--- config.mk ---
export PLATFORM = sky130hd
export DESIGN_NAME = imem_load_ctrl
export DESIGN_NICKNAME = d
export VERILOG_FILES = /design/src/rtl/imem_load_ctrl_pkg.sv /design/src/rtl/imem_fetch_check.sv /design/src/rtl/imem_load_ctrl.sv
export SDC_FILE = /design/constraint.sdc
export NUM_CORES = 1
export LEC_CHECK = 0
export CORE_ASPECT_RATIO = 1.25
export CORE_MARGIN = 4
export CORE_UTILIZATION = 45
export DETAILED_ROUTE_END_ITERATION = 8
export PLACE_DENSITY_LB_ADDON = 0.3
export SYNTH_ARGS = -nofsm -noshare
export SYNTH_HDL_FRONTEND = slang
export SYNTH_SLANG_ARGS = --single-unit
--- constraint.sdc ---
create_clock -name clk -period 7.2 [get_ports clk]
set_input_delay 0.72 -clock clk [delete_from_list [all_inputs] [get_ports clk]]
set_output_delay 0.72 -clock clk [all_outputs]
set_load 0.01 [all_outputs]
--- src/rtl/imem_load_ctrl_pkg.sv ---
// Shared definitions for the instruction-memory load controller: FSM state
// encoding and the default memory geometry.
package imem_load_ctrl_pkg;

    localparam int IMEM_ADDR_W = 8;
    localparam int IMEM_DEPTH  = 256;
    localparam int WORD_BYTES  = 4;

    typedef enum logic [2:0] {
        ST_IDLE    = 3'd0,
        ST_CLEAR   = 3'd1,
        ST_LOAD    = 3'd2,
        ST_RELEASE = 3'd3,
        ST_RUN     = 3'd4
    } imem_state_e;

    // The controller reports busy exactly while memory is being rewritten or handed over.
    function automatic logic state_is_busy(input imem_state_e st);
        return (st == ST_CLEAR) || (st == ST_LOAD) || (st == ST_RELEASE);
    endfunction

endpackage

--- src/rtl/imem_fetch_check.sv ---
// Combinational CPU fetch-address policing: a fetch is illegal when it is not
// word aligned or when the 32-bit word would run past the end of memory.
module imem_fetch_check
    import imem_load_ctrl_pkg::*;
#(
    parameter int DEPTH = IMEM_DEPTH
) (
    input  logic [31:0] pc_i,
    output logic        illegal_o
);

    localparam logic [31:0] LAST_WORD_ADDR = 32'(DEPTH - WORD_BYTES);

    logic misaligned;
    logic outOfRange;

    assign misaligned = |pc_i[1:0];
    assign outOfRange = (pc_i > LAST_WORD_ADDR);
    assign illegal_o  = misaligned | outOfRange;

endmodule

--- src/rtl/imem_load_ctrl.sv ---
// Instruction-memory load controller: zero-fills the memory, writes a streamed
// program from address 0, then releases the CPU and flags illegal fetches.
module imem_load_ctrl
    import imem_load_ctrl_pkg::*;
#(
    parameter int ADDR_W = IMEM_ADDR_W,
    parameter int DEPTH  = IMEM_DEPTH
) (
    input  logic              clk,
    input  logic              rst_n,
    input  logic              load_start,
    input  logic [ADDR_W:0]   load_len,
    input  logic              s_valid,
    input  logic [7:0]        s_data,
    output logic              s_ready,
    output logic              mem_we,
    output logic [ADDR_W-1:0] mem_waddr,
    output logic [7:0]        mem_wdata,
    input  logic [31:0]       cpu_pc,
    output logic              cpu_rst_n,
    output logic              fetch_err,
    output logic              busy,
    output logic              done
);

    localparam int              CNT_W     = ADDR_W + 1;
    localparam logic [CNT_W-1:0] DEPTH_C   = CNT_W'(DEPTH);
    localparam logic [CNT_W-1:0] LAST_ADDR = CNT_W'(DEPTH - 1);

    imem_state_e       state_q, state_d;
    logic [CNT_W-1:0]  cnt_q, cnt_d;
    logic [CNT_W-1:0]  len_q, len_d;
    logic              s_ready_q, s_ready_d;
    logic              mem_we_q, mem_we_d;
    logic [ADDR_W-1:0] mem_waddr_q, mem_waddr_d;
    logic [7:0]        mem_wdata_q, mem_wdata_d;
    logic              cpu_rst_n_q, cpu_rst_n_d;
    logic              fetch_err_q, fetch_err_d;
    logic              busy_q, busy_d;
    logic              done_q, done_d;

    logic              fetchIllegal;
    logic              handshake;
    logic [CNT_W-1:0]  lenClamped;

    imem_fetch_check #(
        .DEPTH (DEPTH)
    ) u_fetch_check (
        .pc_i      (cpu_pc),
        .illegal_o (fetchIllegal)
    );

    // s_ready_q is only ever high in LOAD, so the handshake needs no state qualifier.
    assign handshake  = s_valid & s_ready_q;
    assign lenClamped = (load_len > DEPTH_C) ? DEPTH_C : load_len;

    // Next-state logic. Every output register is computed one cycle ahead so that
    // what the memory and CPU see always matches the state being entered; cnt_q
    // holds the address written in the current CLEAR cycle or the next LOAD byte.
    always_comb begin
        state_d     = state_q;
        cnt_d       = cnt_q;
        len_d       = len_q;
        s_ready_d   = 1'b0;
        mem_we_d    = 1'b0;
        mem_waddr_d = mem_waddr_q;
        mem_wdata_d = mem_wdata_q;
        cpu_rst_n_d = 1'b0;
        fetch_err_d = fetch_err_q;
        done_d      = 1'b0;

        case (state_q)
            ST_IDLE: begin
                if (load_start) begin
                    state_d     = ST_CLEAR;
                    len_d       = lenClamped;
                    cnt_d       = '0;
                    mem_we_d    = 1'b1;
                    mem_waddr_d = '0;
                    mem_wdata_d = 8'h00;
                end
            end

            ST_CLEAR: begin
                if (cnt_q == LAST_ADDR) begin
                    cnt_d = '0;
                    if (len_q == '0) begin
                        state_d = ST_RELEASE;
                        done_d  = 1'b1;
                    end else begin
                        state_d   = ST_LOAD;
                        s_ready_d = 1'b1;
                    end
                end else begin
                    cnt_d       = cnt_q + 1'b1;
                    mem_we_d    = 1'b1;
                    mem_waddr_d = ADDR_W'(cnt_q + 1'b1);
                    mem_wdata_d = 8'h00;
                end
            end

            ST_LOAD: begin
                s_ready_d = 1'b1;
                if (handshake) begin
                    mem_we_d    = 1'b1;
                    mem_waddr_d = cnt_q[ADDR_W-1:0];
                    mem_wdata_d = s_data;
                    cnt_d       = cnt_q + 1'b1;
                    if (cnt_q == len_q - 1'b1) begin
                        state_d   = ST_RELEASE;
                        s_ready_d = 1'b0;
                        done_d    = 1'b1;
                    end
                end
            end

            ST_RELEASE: begin
                state_d     = ST_RUN;
                cpu_rst_n_d = 1'b1;
            end

            ST_RUN: begin
                cpu_rst_n_d = 1'b1;
                if (load_start) begin
                    state_d     = ST_CLEAR;
                    len_d       = lenClamped;
                    cnt_d       = '0;
                    mem_we_d    = 1'b1;
                    mem_waddr_d = '0;
                    mem_wdata_d = 8'h00;
                    cpu_rst_n_d = 1'b0;
                    fetch_err_d = 1'b0;
                end else if (fetchIllegal) begin
                    fetch_err_d = 1'b1;
                end
            end

            default: begin
                state_d = ST_IDLE;
            end
        endcase

        busy_d = state_is_busy(state_d);
    end

    always_ff @(posedge clk or negedge rst_n) begin
        if (!rst_n) begin
            state_q     <= ST_IDLE;
            cnt_q       <= '0;
            len_q       <= '0;
            s_ready_q   <= 1'b0;
            mem_we_q    <= 1'b0;
            mem_waddr_q <= '0;
            mem_wdata_q <= 8'h00;
            cpu_rst_n_q <= 1'b0;
            fetch_err_q <= 1'b0;
            busy_q      <= 1'b0;
            done_q      <= 1'b0;
        end else begin
            state_q     <= state_d;
            cnt_q       <= cnt_d;
            len_q       <= len_d;
            s_ready_q   <= s_ready_d;
            mem_we_q    <= mem_we_d;
            mem_waddr_q <= mem_waddr_d;
            mem_wdata_q <= mem_wdata_d;
            cpu_rst_n_q <= cpu_rst_n_d;
            fetch_err_q <= fetch_err_d;
            busy_q      <= busy_d;
            done_q      <= done_d;
        end
    end

    assign s_ready   = s_ready_q;
    assign mem_we    = mem_we_q;
    assign mem_waddr = mem_waddr_q;
    assign mem_wdata = mem_wdata_q;
    assign cpu_rst_n = cpu_rst_n_q;
    assign fetch_err = fetch_err_q;
    assign busy      = busy_q;
    assign done      = done_q;

endmodule

; ---- Word-level counts from Yosys, hierarchy flattened
; Index checks and enable logic that the tools add are counted.
[op_classes]
n_addsub = 2
order_cmp = 2
eq_ne = 12
n_mux = 36
bitwise_logic = 2
reduce_logical = 12
[op_table]
columns = cell, count
row1 = $pmux 8 s3, 2
row2 = $mux 8, 5
row3 = $mux 9, 4
row4 = $gt 32x8->1 const B, 1
row5 = $pmux 9 s3, 1
row6 = $mux 1, 15
row7 = $eq 3x2->1 const B, 4
row8 = $mux 3, 4
row9 = $pmux 3 s4, 1
row10 = $add 9x1->9 const B, 1
row11 = $eq 9x8->1 const B, 1
row12 = $eq 9x9->1, 1
row13 = $gt 9x9->1 const B, 1
row14 = $logic_not 9->1, 1
row15 = $sub 9x1->9 const B, 1
row16 = $eq 3x1->1 const B, 2
row17 = $pmux 1 s2, 3
row18 = $ne 2x2->1 const B, 2
row19 = $reduce_and 2->1, 2
row20 = $reduce_and 4->1, 1
row21 = $reduce_or 2->1, 2
row22 = $eq 3x3->1 const B, 1
row23 = $logic_not 3->1, 1
row24 = $pmux 1 s3, 1
row25 = other kinds (7), 8
[word_totals]
regBits = 43
in_bits = 53
out_inout_bits = 22
word_cells = 77

; ---- Depth between registers and ports, before layout
; Gate-level depths: netlist of run 1.
[logic_depth]
word_depth = 8
mapped_depth = 12
mapped_depth_nobuf = 11

; ---- Modules after synthesis
; Synthesis of run 1 repeated with hierarchy kept, for this count alone.
[hier_totals]
cells_unflattened = 280
hier_area_um2 = 2429.8
[modules_own_cells]
columns = mod, instances, cells_each, area_per_inst_um2, seq_area_each_um2
row1 = imem_load_ctrl, 1, 271, 2368.5, 1076.0
row2 = imem_fetch_check, 1, 9, 61.3, 0.0

; ---- Least setup slack after synthesis of run 1
; OpenSTA, ideal clock, no wires.
[synth_timing]
path_kind = flip-flop to flip-flop
start = register len_q[0]
end = register done_q, in the netlist done
setup_time_ns = 0.110
t_arrival_ns = 2.375
t_required_ns = 7.090
setup_slack_ns = 4.715
stages_incl_launch_ff = 9
path_buffers = 1
period_less_slack_ns = 2.485
cell_sequence = dfrtp_1 > inv_1 > ha_1 > or3b_1 > clkbuf_2 > or4_4 > a2111oi_2 > nand2_1 > o41ai_1
[synth_between]
elab_chain_cells = 5
elab_cells_between_ends = 8
cone_classes = add/sub (1) / eq/ne (1) / mux (5) / reduce/logical (1)
[synth_lines]
columns = element, line_no
row1 = from (decl), imem_load_ctrl.sv:32  ; logic [CNT_W-1:0] len_q, len_d;
row2 = from (signal assigned), imem_load_ctrl.sv:162  ; len_q <= len_d;
row3 = $sub 9x1->9, imem_load_ctrl.sv:109  ; if (cnt_q == len_q - 1'b1) begin
row4 = $eq 9x9->1, imem_load_ctrl.sv:109
row5 = $mux 1, imem_load_ctrl.sv:109
row6 = $mux 1, imem_load_ctrl.sv:104  ; if (handshake) begin
row7 = $pmux 1 s2 *, imem_load_ctrl.sv:72  ; case (state_q)
row8 = net done_d, imem_load_ctrl.sv:40  ; logic done_q, done_d;
row9 = to (signal assigned), imem_load_ctrl.sv:170  ; done_q <= done_d;
row10 = to (decl), imem_load_ctrl.sv:40
; Mark *: on every way through the listed nets, which the timed path passes. The rest lies on a longest branch.
; A chain may end at the register's enable or synchronous reset.

; ---- Worst setup path after layout of run 1
[layout_timing]
start = register cnt_q[0]
end = register mem_wdata_q[7], in the netlist mem_wdata[7]
[layout_between]
elab_chain_cells = 3
[layout_lines]
columns = element, line_no
row1 = from (decl), imem_load_ctrl.sv:31  ; logic [CNT_W-1:0] cnt_q, cnt_d;
row2 = from (signal assigned), imem_load_ctrl.sv:161  ; cnt_q <= cnt_d;
row3 = $eq 9x8->1, imem_load_ctrl.sv:85  ; if (cnt_q == LAST_ADDR) begin
row4 = $ne 2x2->1 (no line), --
row5 = $reduce_and 4->1 (no line), --
row6 = to (signal assigned), imem_load_ctrl.sv:166  ; mem_wdata_q <= mem_wdata_d;
row7 = to (decl), imem_load_ctrl.sv:36  ; logic [7:0] mem_wdata_q, mem_wdata_d;
; Every way passes these cells.

==> results.py, run 1 <==
metrics = {
    "die": {
        "dieArea_um2": 6610,
        "die_h_um": 89.9,
        "io_pins": 75,
        "initial_core_util": 0.469,
        "coreArea_um2": 5150,
        "fp.dieW_um": 73.5,
        "num_rows": 29,
    },
    "placed_design": {
        "place_ws_ns": 4.08,
        "gp_congestion": 0.788,
        "hpwl_um": 4220,
        "placedCellCount": 394,
        "port_buffers": 68,
    },
    "finish": {
        "synthToLayoutAreaGrowth_pct": 32.1,
        "drive_above_1_share": 0.0501,
        "antenna_cells": 0,
        "layout.cells.non_filler": 401,
        "final_common_cell": "clkdlybuf4s50_1",
        "final_util": 0.619,
        "final_nets": 396,
        "final_cell_mix": "clkdlybuf4s50_1, dfrtp_1, o21ai_0, nand2_1",
    },
    "timing": {
        "relSlewSlack": 0.247,
        "slew_viol_final": 0,
        "fin_crit_sh": 0.428,
        "setup_tns_ns": 0,
        "fmax_ghz": 0.325,
        "setup_ws_ns": 4.12,
        "hold_violations": 0,
        "finClkSkew_ns": 0.00667,
        "setup_violations": 0,
        "worst_pin_slew_ns": 1.13,
        "period_needed_ns": 3.08,
        "rsz0062_at_grt": "false",
    },
    "yosys": {
        "synth.avg_cell_area_um2": 8.56,
        "synthFlopType": "dfrtp_1",
        "ys_seq_area_frac": 0.446,
        "syn_area_um2": 2410,
        "synth_cells": 282,
        "synth-edff-count": 0,
        "synth_cell_types": 44,
        "ys_ff_latch": 43,
        "synthesis.nets": 339,
        "synthArstFlopShare": 1.00,
        "yosys_warnings": 0,
    },
    "power_and_ir_drop": {
        "total_power_w": 0.000693,
        "power.density_nw_per_um2": 217,
        "p_leak_nw": 1.29,
        "ir_drop_uv": 111,
    },
    "setup_path": {
        "reg2reg_depth": 10,
        "crit_slowest_cell": "o22ai_2",
        "worstPathArrival_ns": 3.20,
        "crit_buf_inv": 1,
        "cp_data_required_time_ns": 7.32,
        "path_max_fanout": 33,
        "end_kind": "register",
        "r2r_setup_slack_ns": 4.12,
        "cpPeakStageDelay_ns": 0.90,
        "path_cells": "ha_1 -> and3_1 -> and3_1 -> nand3_1 -> inv_1 -> ha_1 -> nor2_1 -> mux2i_1 -> o22ai_2 -> o21ai_0",
        "cp_top_family": "compound AO/OA/AOI/OAI gates",
        "path_class": "register to register",
        "startpoint_type": "register",
        "path_depth": 10,
    },
    "clock_network": {
        "cts_tree": "built",
        "cts_root_buf": "clkbuf_8",
        "cts_buffers": 5,
        "insertion_delay_ns": 0.29,
        "clkSlewWorstSetupHoldPaths_ns": 0.08,
        "cts_setup_buffers": 0,
        "cts_resized": 0,
        "ctsHtreeMaxLevel": 2,
        "holdBufCountCts": 0,
        "cts_num_sinks": 43,
        "cts_buffer_depth": 2,
    },
    "drt": {
        "ant_nets": 0,
        "wire_per_inst_um": 14.0,
        "drtIter0Drc": 82,
        "wirelength_um": 5620,
        "vias_per_cell": 5.51,
        "drc": 0,
        "drt-pass1-iter-count": 5,
        "vias": 2210,
    },
    "grt": {
        "antenna_found_initial": 0,
        "grt-ovfl-total": 0,
        "grt_pass1_vias": 2103,
        "track_usage": 0.178,
        "grt_first_pass_wirelength_um": 9510,
        "grt_max_degree": 44,
    },
    "run_status": {
        "status": "finished, final reports clean",
    },
    "flow_run": {
        "maxCapViolations": 0,
    },
    "min_path": {
        "holdPathStages": 2,
        "hold_path.class": "register to register",
    },
}
[tightest hold or removal path: stages (launching register included)]
cell	delay (ns)
dfrtp_1	0.35
nor2_1	0.05
a21oi_1	0.10
[Yosys cell counts (2+ instances only)]
| master | instances | area share |
|---|---|---|
| xnor2_1 | 8 | 0.029 |
| nor3_1 | 12 | 0.025 |
| o31ai_1 | 6 | 0.019 |
| o21ai_0 | 37 | 0.077 |
| xor2_1 | 2 | 0.0073 |
| buf_2 | 2 | 0.0041 |
| nand4_1 | 2 | 0.0052 |
| and3_1 | 4 | 0.010 |
| a31oi_1 | 5 | 0.013 |
| nand3_1 | 14 | 0.029 |
| a21oi_1 | 17 | 0.035 |
| or4_1 | 2 | 0.0062 |
| ha_1 | 4 | 0.021 |
| nor4_1 | 7 | 0.018 |
| or2_2 | 2 | 0.0052 |
| nand2_1 | 25 | 0.039 |
| nand2b_1 | 11 | 0.028 |
| o41ai_1 | 3 | 0.011 |
| nor2b_1 | 4 | 0.010 |
| or3_1 | 3 | 0.0078 |
| inv_1 | 15 | 0.023 |
| a22oi_1 | 2 | 0.0062 |
| dfrtp_1 | 43 | 0.45 |
| nor2_1 | 17 | 0.026 |
| a32o_1 | 2 | 0.0083 |
| clkbuf_1 | 15 | 0.023 |
[final timing paths]
path	from	to
worst max-delay path	cnt_q[0]	mem_wdata[7]
worst min-delay path	mem_waddr[6]	mem_waddr[6]
worst max register to register	cnt_q[0]	mem_wdata[7]
worst min register to register	mem_waddr[6]	mem_waddr[6]
max in group asynchronous	rst_n	cnt_q[7]
min in group asynchronous	rst_n	mem_wdata[1]
[metrics by stage]
step | hold slack, ns | area, µm²
2_1_floorplan | 0.424 | 2410
3_3_place_gp | 0.514 | 3100
3_5_place_dp | 0.519 | 3100
4_1_cts | 0.539 | 3190
5_1_grt | 0.563 | 3190
6_report | 0.531 | 3190
[per-layer routing]
layer  share of wire  vias up  track usage  routed length, µm
li1                -     1114            -                  -
met1            0.41     1026        0.217               2280
met2            0.52       65        0.304               2940
met3           0.060        5       0.0446                339
met4          0.0098        0       0.0483                 55
met5               0        -            0                  0
[state kept, by name, summed over array words and instances (netlist names)]
register,cells
cnt_q,9
len_q,9
mem_waddr,8
mem_wdata,8
state_q,3
busy,1
cpu_rst_n,1
done,1
fetch_err,1
mem_we,1
s_ready,1
[layout make-up]
cell class | count | area, µm²
clock buffers | 6 | 82.6
clock inverters | 1 | 5.00
fillers | 470 | 1960
inverters | 15 | 56.3
multi-input cells | 206 | 1220
flip-flops and latches | 43 | 1080
well taps | 62 | 77.6
repair buffers | 68 | 676
[cell families (layout without fill, tap and decap cells)]
| family | count (synthesis) | after routing | synth area share |
|---|---|---|---|
| fa+ha+maj | 4 | 4 | 0.0207 |
| flops | 43 | 43 | 0.446 |
| buf+inv | 33 | 90 | 0.0528 |
| compound gates | 79 | 79 | 0.195 |
| xor+xnor | 10 | 10 | 0.0363 |
| mux | 2 | 2 | 0.00881 |
| simple gates | 111 | 111 | 0.240 |
[where the power goes]
group          switching (W)  internal [W]  leakage, nW  total (W)
clock network      0.0000781     0.0000753       0.0470   0.000153
registers          0.0000514      0.000278        0.558   0.000330
logic              0.0000916      0.000118        0.684   0.000210
Note: power is estimated with default switching activity, not from simulation.
==> run 2: changes to the inputs <==
Settings changed: CORE_UTILIZATION 45 to 42.
Clock period 7.2 ns to 2.55 ns, I/O delays scaled along.
==> run 2 against run 1 <==
  * Critical path depth decreased by 3
  * Critical path type unchanged
  * Clock skew increased by 0.0013 ns
  * Sequential cell count did not move
  * Sequential share of layout area down 2.5 points
  * Global-route usage fell by 0.058 points
  * Largest power group unchanged
  * First-iteration DRC count increased by 99%
  * Via count grew 3.6%
==> results.py, run 2 (synthesis gave the netlist of run 1 again) <==
metrics = {
    "run_status": {
        "status": "finished, final reports clean",
    },
    "die": {
        "io_pins": 75,
        "fp.dieW_um": 75.8,
        "initial_core_util": 0.438,
        "die_h_um": 92.8,
        "coreArea_um2": 5520,
        "dieArea_um2": 7030,
        "num_rows": 30,
    },
    "finish": {
        "antenna_cells": 0,
        "drive_above_1_share": 0.104,
        "synthToLayoutAreaGrowth_pct": 42.7,
        "final_nets": 413,
        "top_regs": "cnt_q x9, len_q x9",
        "final_common_cell": "clkdlybuf4s50_1",
        "final_cell_mix": "clkdlybuf4s50_1, dfrtp_1, o21ai_0, nand2_1",
        "layout.cells.non_filler": 421,
    },
    "timing": {
        "setup_ws_ns": 0.130,
        "hold_violations": 0,
        "relSlewSlack": 0.354,
        "setup_violations": 0,
        "worst_pin_slew_ns": 0.969,
        "slew_viol_final": 0,
        "whs_ns": 0.108,
        "fmax_ghz": 0.413,
        "setup_tns_ns": 0,
        "fin_crit_sh": 0.949,
        "period_needed_ns": 2.42,
        "finClkSkew_ns": 0.00802,
    },
    "grt": {
        "grt_pass1_vias": 2132,
        "grt-ovfl-total": 0,
        "antenna_found_initial": 0,
        "track_usage": 0.177,
        "grt_first_pass_wirelength_um": 9570,
        "grt_max_degree": 44,
    },
    "placed_design": {
        "gp_congestion": 0.812,
        "place_ws_ns": 0.131,
        "port_buffers": 68,
        "hpwl_um": 4410,
        "placedCellCount": 410,
    },
    "clock_network": {
        "insertion_delay_ns": 0.30,
        "cts_buffers": 5,
        "cts_buffer_depth": 2,
        "ctsHtreeMaxLevel": 2,
        "cts_root_buf": "clkbuf_8",
        "cts_num_sinks": 43,
        "cts_tree": "built",
        "clkSlewWorstSetupHoldPaths_ns": 0.08,
    },
    "drt": {
        "vias": 2290,
        "drtIter0Drc": 163,
        "wire_per_inst_um": 14.4,
        "drc": 0,
        "drt-pass1-iter-count": 4,
        "wirelength_um": 6080,
        "ant_nets": 0,
        "vias_per_cell": 5.44,
    },
    "setup_path": {
        "startpoint_type": "register",
        "path_cells": "inv_1 -> ha_1 -> or3b_1 -> or4_4 -> a2111oi_4 -> nand2_2 -> o41ai_2",
        "r2r_end": "state_q[0]",
        "path_class": "register to register",
        "r2r_setup_slack_ns": 0.13,
        "reg2reg_depth": 7,
        "path_max_fanout": 5,
        "worstPathArrival_ns": 2.62,
        "cpPeakStageDelay_ns": 0.51,
        "cp_data_required_time_ns": 2.75,
        "r2r_start": "len_q[1]",
        "crit_slowest_cell": "or4_4",
        "end_kind": "register",
    },
    "power_and_ir_drop": {
        "power.density_nw_per_um2": 647,
        "p_leak_nw": 1.42,
        "ir_drop_uv": 295,
    },
    "flow_run": {
        "maxCapViolations": 0,
    },
    "min_path": {
        "hold_path.class": "input pin to asynchronous set/reset pin",
    },
}
[run 2: cell type report]
cell class / instances / area, µm²
fill: 489 / 2070
clock inverter: 2 / 60.1
clock buffer: 6 / 72.6
multi-input combinational: 206 / 1250
timing repair buffer: 85 / 855
sequential: 43 / 1080
tap: 64 / 80.1
inverter: 15 / 56.3
[run 2: what timing repair did]
item,CTS,global route
hold buffers,0,0
gates resized for setup,0,5
setup buffers,0,1
endpoints found under the setup margin,0,3
[run 2: worst max-delay path by stage]
stage | start | slack [ns] | end
4_1_cts | len_q[1] | 0.03 | state_q[0]
6_report | len_q[1] | 0.13 | state_q[0]
2_1_floorplan | len_q[0] | 0.06 | done
5_1_grt | cnt_q[1] | -0.004 | mem_waddr[5]
3_5_place_dp | len_q[1] | 0.13 | state_q[0]
3_3_place_gp | len_q[1] | 0.12 | done
[run 2: metrics by stage]
| stage | total power [W] | util | cell area [µm²] |
|---|---|---|---|
| after floorplan | 0.00129 | - | 2410 |
| after global placement | 0.00158 | 0.584 | 3220 |
| after detailed placement | 0.00160 | 0.584 | 3220 |
| after CTS | 0.00223 | 0.608 | 3360 |
| after global routing | 0.00237 | 0.625 | 3450 |
| final | 0.00223 | 0.625 | 3450 |
[run 2: routing by layer]
metal  vias up  part of all wire  track usage
met2        62              0.52        0.313
met4         0             0.017       0.0554
met1      1067              0.41        0.208
met5         -                 0            0
met3         7             0.058       0.0358
li1       1154                 -            -
[run 2: power breakdown]
group	leakage [nW]	internal (W)	switching, W
Sequential	0.558	0.000786	0.0000964
Combinational	0.800	0.000379	0.000343
Clock	0.0654	0.000391	0.000235
Total	1.42	0.00156	0.000674
[run 2: critical path: cells and delay by family (launching register included)]
kind | cells | cell delay (ns)
adder cells (fa/ha/maj) | 1 | 0.15
AND/OR/NAND/NOR | 3 | 1.01
buffers and inverters | 1 | 0.07
AO/OA/AOI/OAI | 2 | 0.68
flip-flops | 1 | 0.41
==> run 3: changes to the inputs <==
Settings changed: CORE_MARGIN 4 to default, GPL_ROUTABILITY_DRIVEN from default to 1.
==> run 3 against run 2 <==
  * Cell area up 0.83%
  * Largest cell class unchanged
  * Sequential cell count unchanged
  * Clock-buffer cell count unchanged
  * Highest routed layer unchanged
  * Clock power about the same
  * Critical path type unchanged
  * Sequential power about the same
  * Combinational power about the same
==> results.py, run 3 (synthesis gave the netlist of run 1 again) <==
metrics = {
    "run_status": {
        "status": "finished, final reports clean",
    },
    "drt": {
        "wire_per_inst_um": 14.4,
        "vias_per_cell": 5.43,
        "drt-pass1-iter-count": 4,
        "vias": 2279,
        "wirelength_um": 6040,
        "drtIter0Drc": 119,
        "drc": 0,
        "ant_nets": 0,
    },
    "power_and_ir_drop": {
        "switchingPower_w": 0.000675,
        "combPwrFrac": 0.323,
        "pwr-share-seq": 0.397,
        "ir_drop_uv": 449,
        "p_leak_nw": 1.42,
        "power.internal_w": 0.00156,
        "p_clk_frac": 0.280,
        "power.density_nw_per_um2": 642,
        "sw_frac_of_total": 0.302,
        "total_power_w": 0.00223,
    },
    "grt": {
        "grt_pass1_vias": 2204,
        "grt_first_pass_wirelength_um": 9900,
        "grt_max_degree": 44,
        "grt-ovfl-total": 0,
        "track_usage": 0.206,
        "antenna_found_initial": 0,
    },
    "die": {
        "io_pins": 75,
        "die_h_um": 86.8,
        "coreArea_um2": 5480,
        "fp.dieW_um": 69.8,
        "dieArea_um2": 6060,
        "initial_core_util": 0.441,
        "num_rows": 30,
    },
    "timing": {
        "finClkSkew_ns": 0.00534,
        "hold_violations": 0,
        "setup_violations": 0,
        "worst_pin_slew_ns": 0.955,
        "fin_crit_sh": 0.962,
        "period_needed_ns": 2.45,
        "relSlewSlack": 0.363,
        "fmax_ghz": 0.408,
        "slew_viol_final": 0,
        "whs_ns": 0.103,
    },
    "setup_path": {
        "cp_top_family": "simple AND/OR/NAND/NOR gates",
        "path_max_fanout": 16,
        "path_cells": "ha_1 -> and3_4 -> and3_1 -> nand3_1 -> inv_1 -> ha_1 -> nor2_2 -> mux2i_2 -> o22ai_4 -> clkbuf_16 -> nor2_1 -> a21oi_1",
        "crit_slowest_cell": "dfrtp_1",
        "r2r_end": "mem_waddr[2]",
        "cp_data_required_time_ns": 2.77,
        "r2r_setup_slack_ns": 0.1,
        "startpoint_type": "register",
        "path_class": "register to register",
        "worstPathArrival_ns": 2.68,
        "r2r_start": "cnt_q[0]",
        "cpMostUsedCell": "ha_1",
        "crit_buf_inv": 2,
        "reg2reg_depth": 12,
        "cpPeakStageDelay_ns": 0.38,
        "end_kind": "register",
    },
    "placed_design": {
        "hpwl_um": 4130,
        "port_buffers": 68,
        "placed_area_um2": 3220,
        "gp_congestion": 0.844,
    },
    "clock_network": {
        "cts_buffers": 5,
        "cts_root_buf": "clkbuf_8",
        "ctsHtreeMaxLevel": 2,
        "cts_tree": "built",
        "cts_num_sinks": 43,
        "clkSlewWorstSetupHoldPaths_ns": 0.08,
        "insertion_delay_ns": 0.30,
        "holdBufCountCts": 0,
        "cts_buffer_depth": 2,
    },
    "flow_run": {
        "maxCapViolations": 0,
    },
    "finish": {
        "final_cell_mix": "clkdlybuf4s50_1, dfrtp_1, o21ai_0, nand2_1, a21oi_1",
        "final_common_cell": "clkdlybuf4s50_1",
        "ff_latch_area_um2": 1080,
        "final_util": 0.634,
        "drive_above_1_share": 0.112,
        "top_regs": "cnt_q x9, len_q x9",
        "design_area_um2": 3480,
        "multi_input_area_um2": 1290,
        "synthToLayoutAreaGrowth_pct": 43.9,
        "final_nets": 412,
        "antenna_cells": 0,
        "fillers": 460,
    },
    "min_path": {
        "hold_path.class": "input pin to asynchronous set/reset pin",
    },
}
[run 3: repair_timing]
action,CTS,global route
cloned,0,2
gates resized for setup,1,10
pin swaps,0,3
setup endpoints to repair,1,5
setup buffers,0,0
[run 3: final cells by class]
class,instances,area share
sequential,43,0.310
multi-input combinational,206,0.370
tap,64,0.0230
clock buffer,6,0.0209
inverter,15,0.0162
clock inverter,2,0.0173
timing repair buffer,84,0.243
[run 3: power groups by stage]
stage               clock (W)  sequential, W  combinational (W)
floorplan                   0       0.000877           0.000413
global placement            0       0.000891           0.000678
detailed placement          0       0.000897           0.000690
CTS                  0.000640       0.000883           0.000699
global route         0.000669       0.000903           0.000793
finish               0.000625       0.000885           0.000722
[run 3: through the flow]
stage | setup TNS [ns] | worst slack, ns | cells
6_report | 0 | 0.0961 | 420
5_1_grt | -0.0666 | -0.0502 | 420
4_1_cts | 0 | 0.0282 | 418
3_5_place_dp | 0 | 0.0645 | 410
3_3_place_gp | 0 | 0.0923 | 410
2_1_floorplan | 0 | 0.0646 | 282
[run 3: how the worst max path moves through the flow]
stage	startpoint	to	slack, ns	cells past startpoint
after floorplan	len_q[0]	done	0.06	8
after global placement	len_q[0]	done	0.09	7
after detailed placement	cnt_q[0]	cnt_q[7]	0.06	9
after CTS	len_q[0]	done	0.03	7
after global routing	cnt_q[0]	mem_waddr[2]	-0.05	12
final	cnt_q[0]	mem_waddr[2]	0.1	12
[run 3: routing by layer]
metal,global-route usage,vias to the layer above,share of wire
li1,-,1147,-
met1,0.243,1057,0.43
met4,0.0964,0,0.024
met2,0.359,62,0.51
met3,0.0407,13,0.041
met5,0,-,0
